File: src/rtl/alu_shft_pkg.sv
// Shared shift/rotate op encodings and helpers for distributing barrel levels over pipeline stages.
package alu_shft_pkg;

  typedef enum logic [2:0] {
    OP_SLL = 3'b000,
    OP_SRL = 3'b001,
    OP_SRA = 3'b011,
    OP_ROL = 3'b100,
    OP_ROR = 3'b101
  } shft_op_e;

  function automatic logic op_legal(input logic [2:0] op);
    case (op)
      OP_SLL, OP_SRL, OP_SRA, OP_ROL, OP_ROR: return 1'b1;
      default:                                return 1'b0;
    endcase
  endfunction

  // The first (s mod stg) stages each take one extra level.
  function automatic int unsigned lvl_cnt(input int unsigned k, input int unsigned s,
                                          input int unsigned stg);
    return (s / stg) + ((k < (s % stg)) ? 32'd1 : 32'd0);
  endfunction

  function automatic int unsigned lvl_lo(input int unsigned k, input int unsigned s,
                                         input int unsigned stg);
    return (k * (s / stg)) + ((k < (s % stg)) ? k : (s % stg));
  endfunction

endpackage

File: src/rtl/alu_shft_stage.sv
// One pipeline stage: barrel levels LO..LO+CNT-1 feeding a valid/data register.
module alu_shft_stage
  import alu_shft_pkg::*;
#(
  parameter int unsigned N   = 32,
  parameter int unsigned S   = 5,
  parameter int unsigned LO  = 0,
  parameter int unsigned CNT = 1
) (
  input  logic         clk,
  input  logic         rst,
  input  logic         flush,
  input  logic         adv,
  input  logic         in_v,
  input  logic [N-1:0] in_d,
  input  logic [2:0]   in_op,
  input  logic [S-1:0] in_sh,
  input  logic         in_err,
  output logic         out_v,
  output logic [N-1:0] out_d,
  output logic [2:0]   out_op,
  output logic [S-1:0] out_sh,
  output logic         out_err
);

  logic [N-1:0] d;

  // Illegal ops fall through every level untouched, so data arrives unchanged.
  always_comb begin
    d = in_d;
    for (int unsigned j = LO; j < LO + CNT; j++) begin
      if (in_sh[j]) begin
        case (in_op)
          OP_SLL:  d = d << (32'd1 << j);
          OP_SRL:  d = d >> (32'd1 << j);
          OP_SRA:  d = $signed(d) >>> (32'd1 << j);
          OP_ROL:  d = (d << (32'd1 << j)) | (d >> (N - (32'd1 << j)));
          OP_ROR:  d = (d >> (32'd1 << j)) | (d << (N - (32'd1 << j)));
          default: d = d;
        endcase
      end
    end
  end

  always_ff @(posedge clk) begin
    if (rst) begin
      out_v   <= 1'b0;
      out_d   <= '0;
      out_op  <= '0;
      out_sh  <= '0;
      out_err <= 1'b0;
    end else if (flush) begin
      out_v <= 1'b0;
    end else if (adv) begin
      out_v <= in_v;
      if (in_v) begin
        out_d   <= d;
        out_op  <= in_op;
        out_sh  <= in_sh;
        out_err <= in_err;
      end
    end
  end

endmodule

File: src/rtl/alu_shft_pipe.sv
// Pipelined shift/rotate unit: STG register stages with valid/ready handshake and bubble collapsing.
module alu_shft_pipe
  import alu_shft_pkg::*;
#(
  parameter int unsigned N   = 32,
  parameter int unsigned S   = 5,
  parameter int unsigned STG = 2
) (
  input  logic         clk,
  input  logic         rst,
  input  logic         in_valid,
  output logic         in_ready,
  input  logic [N-1:0] in_data,
  input  logic [S-1:0] shamt,
  input  logic [2:0]   shft_op,
  input  logic         flush,
  output logic         out_valid,
  input  logic         out_ready,
  output logic [N-1:0] shft_result,
  output logic         out_err
);

  logic         v   [STG];
  logic [N-1:0] d   [STG];
  logic [2:0]   op  [STG];
  logic [S-1:0] sh  [STG];
  logic         err [STG];
  logic         go  [STG];
  logic         acc;
  logic         s0_v;
  logic         s0_err;

  // A stage may load when it, or any stage downstream of it, has a free slot.
  always_comb begin
    acc = out_ready;
    for (int unsigned i = STG; i >= 1; i--) begin
      acc     = acc || !v[i-1];
      go[i-1] = acc;
    end
  end

  assign in_ready = go[0] && !flush && !rst;
  assign s0_v     = in_valid && in_ready;
  assign s0_err   = !op_legal(shft_op);

  for (genvar k = 0; k < STG; k++) begin : g_stage
    localparam int unsigned LO  = lvl_lo(k, S, STG);
    localparam int unsigned CNT = lvl_cnt(k, S, STG);
    if (k == 0) begin : g_first
      alu_shft_stage #(.N(N), .S(S), .LO(LO), .CNT(CNT)) u_stage (
        .clk(clk), .rst(rst), .flush(flush), .adv(go[k]),
        .in_v(s0_v), .in_d(in_data), .in_op(shft_op), .in_sh(shamt), .in_err(s0_err),
        .out_v(v[k]), .out_d(d[k]), .out_op(op[k]), .out_sh(sh[k]), .out_err(err[k])
      );
    end else begin : g_next
      alu_shft_stage #(.N(N), .S(S), .LO(LO), .CNT(CNT)) u_stage (
        .clk(clk), .rst(rst), .flush(flush), .adv(go[k]),
        .in_v(v[k-1]), .in_d(d[k-1]), .in_op(op[k-1]), .in_sh(sh[k-1]), .in_err(err[k-1]),
        .out_v(v[k]), .out_d(d[k]), .out_op(op[k]), .out_sh(sh[k]), .out_err(err[k])
      );
    end
  end

  assign out_valid   = v[STG-1];
  assign shft_result = d[STG-1];
  assign out_err     = err[STG-1];

endmodule

File: config.mk
export PLATFORM = sky130hd
export DESIGN_NAME = alu_shft_pipe
export DESIGN_NICKNAME = d
export VERILOG_FILES = /design/src/rtl/alu_shft_pkg.sv /design/src/rtl/alu_shft_stage.sv /design/src/rtl/alu_shft_pipe.sv
export SDC_FILE = /design/constraint.sdc
export NUM_CORES = 1
export LEC_CHECK = 0
export BUFFER_PORTS_ARGS = -buffer_cell sky130_fd_sc_hd__buf_2
export CAP_MARGIN = 20
export CELL_PAD_IN_SITES_DETAIL_PLACEMENT = 1
export CELL_PAD_IN_SITES_GLOBAL_PLACEMENT = 1
export CORE_MARGIN = 3
export CORE_UTILIZATION = 40
export CTS_CLUSTER_DIAMETER = 200
export DETAILED_ROUTE_END_ITERATION = 16
export PLACE_DENSITY_LB_ADDON = 0.1
export SYNTH_ARGS = -nofsm -noshare
export SYNTH_HDL_FRONTEND = slang
export SYNTH_SLANG_ARGS = --single-unit
File: constraint.sdc
create_clock -name clk -period 2 [get_ports clk]
set_input_delay 0.1 -clock clk [delete_from_list [all_inputs] [get_ports clk]]
set_output_delay 0.1 -clock clk [all_outputs]
set_load 0.05 [all_outputs]
==> out/metrics.cfg <==
[yosys]
synth_enable_flop_cells = 0
ys_seq_elements = 73
yosys-top-cells-count = nor2_1 (110), nand2_1 (76), a21oi_1 (75)
syn-instance-count = 909
avgSynthCellArea_um2 = 7.45
ys_types = 78
synthesis.area_um2 = 6770
yosys_most_used_dff = dfxtp_1
syn-num-nets = 954
ys_seq_area_share_pct = 21.6
ys_warn_count = 0
synth_top_area_share_pct = 21.6
async_flop_share_pct = 0
synth_most_common_cell = nor2_1
synth_area_leaders = dfxtp_1 (22%), mux2i_1 (6.5%), nor2_1 (6.1%)
synth_top_cell_by_area = dfxtp_1

[finish]
multi_input_area_um2 = 4570
layout.cells.non_filler = 1197
fill_cells = 2088
final_layout_size_suffix_gt1_share_pct = 24.9
n_antenna_cell = 0
fin_nets = 1021
ff_latch_area_um2 = 1460
syn_to_final_growth_pct = 16.4

[timing]
tns_ps = 0
min_period_over_period_pct = 95.4
hold_viol = 0
skew_ps = 6.95
relSlewSlack_pct = 38.3
finalCriticalPeriod_ps = 1910
max_freq_mhz = 524
holdWs_ps = 14.2
worstMarginPinSlew_ps = 922
setup_violations = 0
rsz0062_at_grt = yes
layout_setup_ws_ps = 92.3
slew_violations = 0

[global_route]
grt_usage_pct = 32.4
top_usage_layer = met2
met2_usage_pct = 56.6
gr-usage-met3_pct = 5.18
grt_max_degree = 56
first_global_vias = 8007
met1_usage_pct = 39.8
grt_pass1_wl_um = 47200
grt-ovfl-total = 0
antenna_found_initial = 0

[clock_tree]
hold_buffers = 0
clk_pin_slew_worst_paths_ps = 60
cts_buffers = 9
cts_max_path_buffers = 2
clock_sinks = 73
h-tree-depth = 3
cts_tree = yes
cts-root-buf = clkbuf_16
clk_latency_ps = 330

[worst_setup_path]
path_class = reg2reg
rrSetupSlack_ps = 90
arrival_ps = 2120
endpoint_kind = flop
slowest_delay_ps = 390
path_buf_inv = 1
worst_ep_required_time_ps = 2220
crit_slowest_cell = dfxtp_2
cp_top_family = compound AO/OA/AOI/OAI gates
worstPathCellList = nand2b_1, a21boi_2, buf_12, mux2i_2, o221ai_1, o21ai_0, nor2_1
path_max_fanout = 27
start_kind = flop

[routing]
drt_iter0_markers = 665
drc = 0
drt-pass1-iter-count = 5
via_per_inst = 6.61
num_vias = 7909
wl_um = 30300
wl_per_cell_um = 25.3
ant_nets = 0

[floorplanning]
core_region_area_um2 = 16200
die_w_um = 136
fp.dieArea_um2 = 18500
initial_core_util_pct = 41.7
dieHeight_um = 136
num_rows = 46
pin_count = 80

[placement]
gp_routability_congestion = 1.02
portBuffers = 79
placed_cells = 1181
hpwlAfterDp_um = 23300
dp_slack_ps = -195

[power]
leakage_nw = 3.10
irDropWorstVdd_mv = 0.495
powerDensity_nw_per_um2 = 621

[min_path]
hold_path.class = in2reg

[job]
drv_cap = 0

[run_status]
status = complete, no violations

==> area by class of cell <==
class | instances | share of cell area (%)
sequential | 73 | 18.6
clock buffer | 10 | 3.03
tap | 216 | 3.43
multi-input combinational | 704 | 58.0
inverter | 13 | 0.619
clock inverter | 6 | 0.920
timing repair buffer | 175 | 15.5
==> cells in the final DEF, fill, tap and decap left out, types with 10 or more instances in the layout <==
| master | count |
|---|---|
| nand2b_1 | 20 |
| buf_2 | 78 |
| nand3_1 | 15 |
| o21ai_1 | 10 |
| a211oi_1 | 10 |
| inv_1 | 11 |
| a221oi_1 | 40 |
| nor2_1 | 110 |
| nor3_1 | 20 |
| buf_4 | 89 |
| dfxtp_1 | 71 |
| mux2i_1 | 43 |
| o32ai_1 | 15 |
| o21ai_0 | 55 |
| nand2_1 | 75 |
| a21oi_1 | 74 |
| o22ai_1 | 36 |
| o221ai_1 | 18 |
==> stage by stage <==
step	util (%)	cell area [um^2]	power, mW
after global placement	46.4	7530	3.14
after floorplan	-	6770	2.60
after global routing	48.6	7890	5.10
after detailed placement	46.4	7530	3.18
final	48.6	7890	4.90
after CTS	48.4	7860	4.89
==> metal layers <==
layer  routed length [um]  vias to the layer above  part of all wire (%)
met1                12400                     3916                    41
met5                    0                        -                     0
met2                14800                      355                    49
met4                 1170                        0                   3.9
li1                     -                     3567                     -
met3                 1830                       71                   6.0
==> final timing paths <==
path / from / to / depth (start not counted)
setup / recovery: g_stage[0].g_first.u_stage.out_op[2] / g_stage[1].g_next.u_stage.out_d[13] / 7
hold / removal: flush / g_stage[0].g_first.u_stage.out_v / 2
setup reg to reg: g_stage[0].g_first.u_stage.out_op[2] / g_stage[1].g_next.u_stage.out_d[13] / 7
hold reg to reg: g_stage[1].g_next.u_stage.out_err / g_stage[1].g_next.u_stage.out_err / 2
==> power by group <==
part | switching, mW | total (mW) | internal [mW]
sequential | 0.0889 | 1.62 | 1.53
combinational | 1.01 | 1.58 | 0.569
clock | 0.687 | 1.71 | 1.02
==> worst reg2reg max path, stage by stage (launching register included) <==
cell and delay (ps):
dfxtp_2 390, nand2b_1 220, a21boi_2 210, buf_12 200, mux2i_2 390, o221ai_1 210
o21ai_0 110, nor2_1 70
==> flip-flops by register name (all words and copies together) (netlist names) <==
| signal | flops |
|---|---|
| g_stage.g_first.u_stage.out_err | 1 |
| g_stage.g_first.u_stage.out_op | 3 |
| g_stage.g_next.u_stage.out_d | 32 |
| g_stage.g_next.u_stage.out_v | 1 |
| g_stage.g_first.u_stage.out_sh | 2 |
| g_stage.g_next.u_stage.out_err | 1 |
| g_stage.g_first.u_stage.out_v | 1 |
| g_stage.g_first.u_stage.out_d | 32 |
==> logic make-up (layout without fill, tap and decap cells) <==
kind of cell,Yosys count,in the layout,share of synthesized area (%)
AO/OA/AOI/OAI,384,384,41.5
AND/OR/NAND/NOR,271,271,17.9
buffers and inverters,132,204,11.6
flip-flops,73,73,21.6
multiplexers,49,49,7.33
==> repair_timing <==
item	in CTS	in global routing
cloned	0	0
buffers inserted	0	0
endpoints found under the hold margin	0	0
pin swaps	0	0
endpoints found under the setup margin	9	21
gates resized for setup	4	7
No activity file was read; power rests on OpenSTA's default activity.
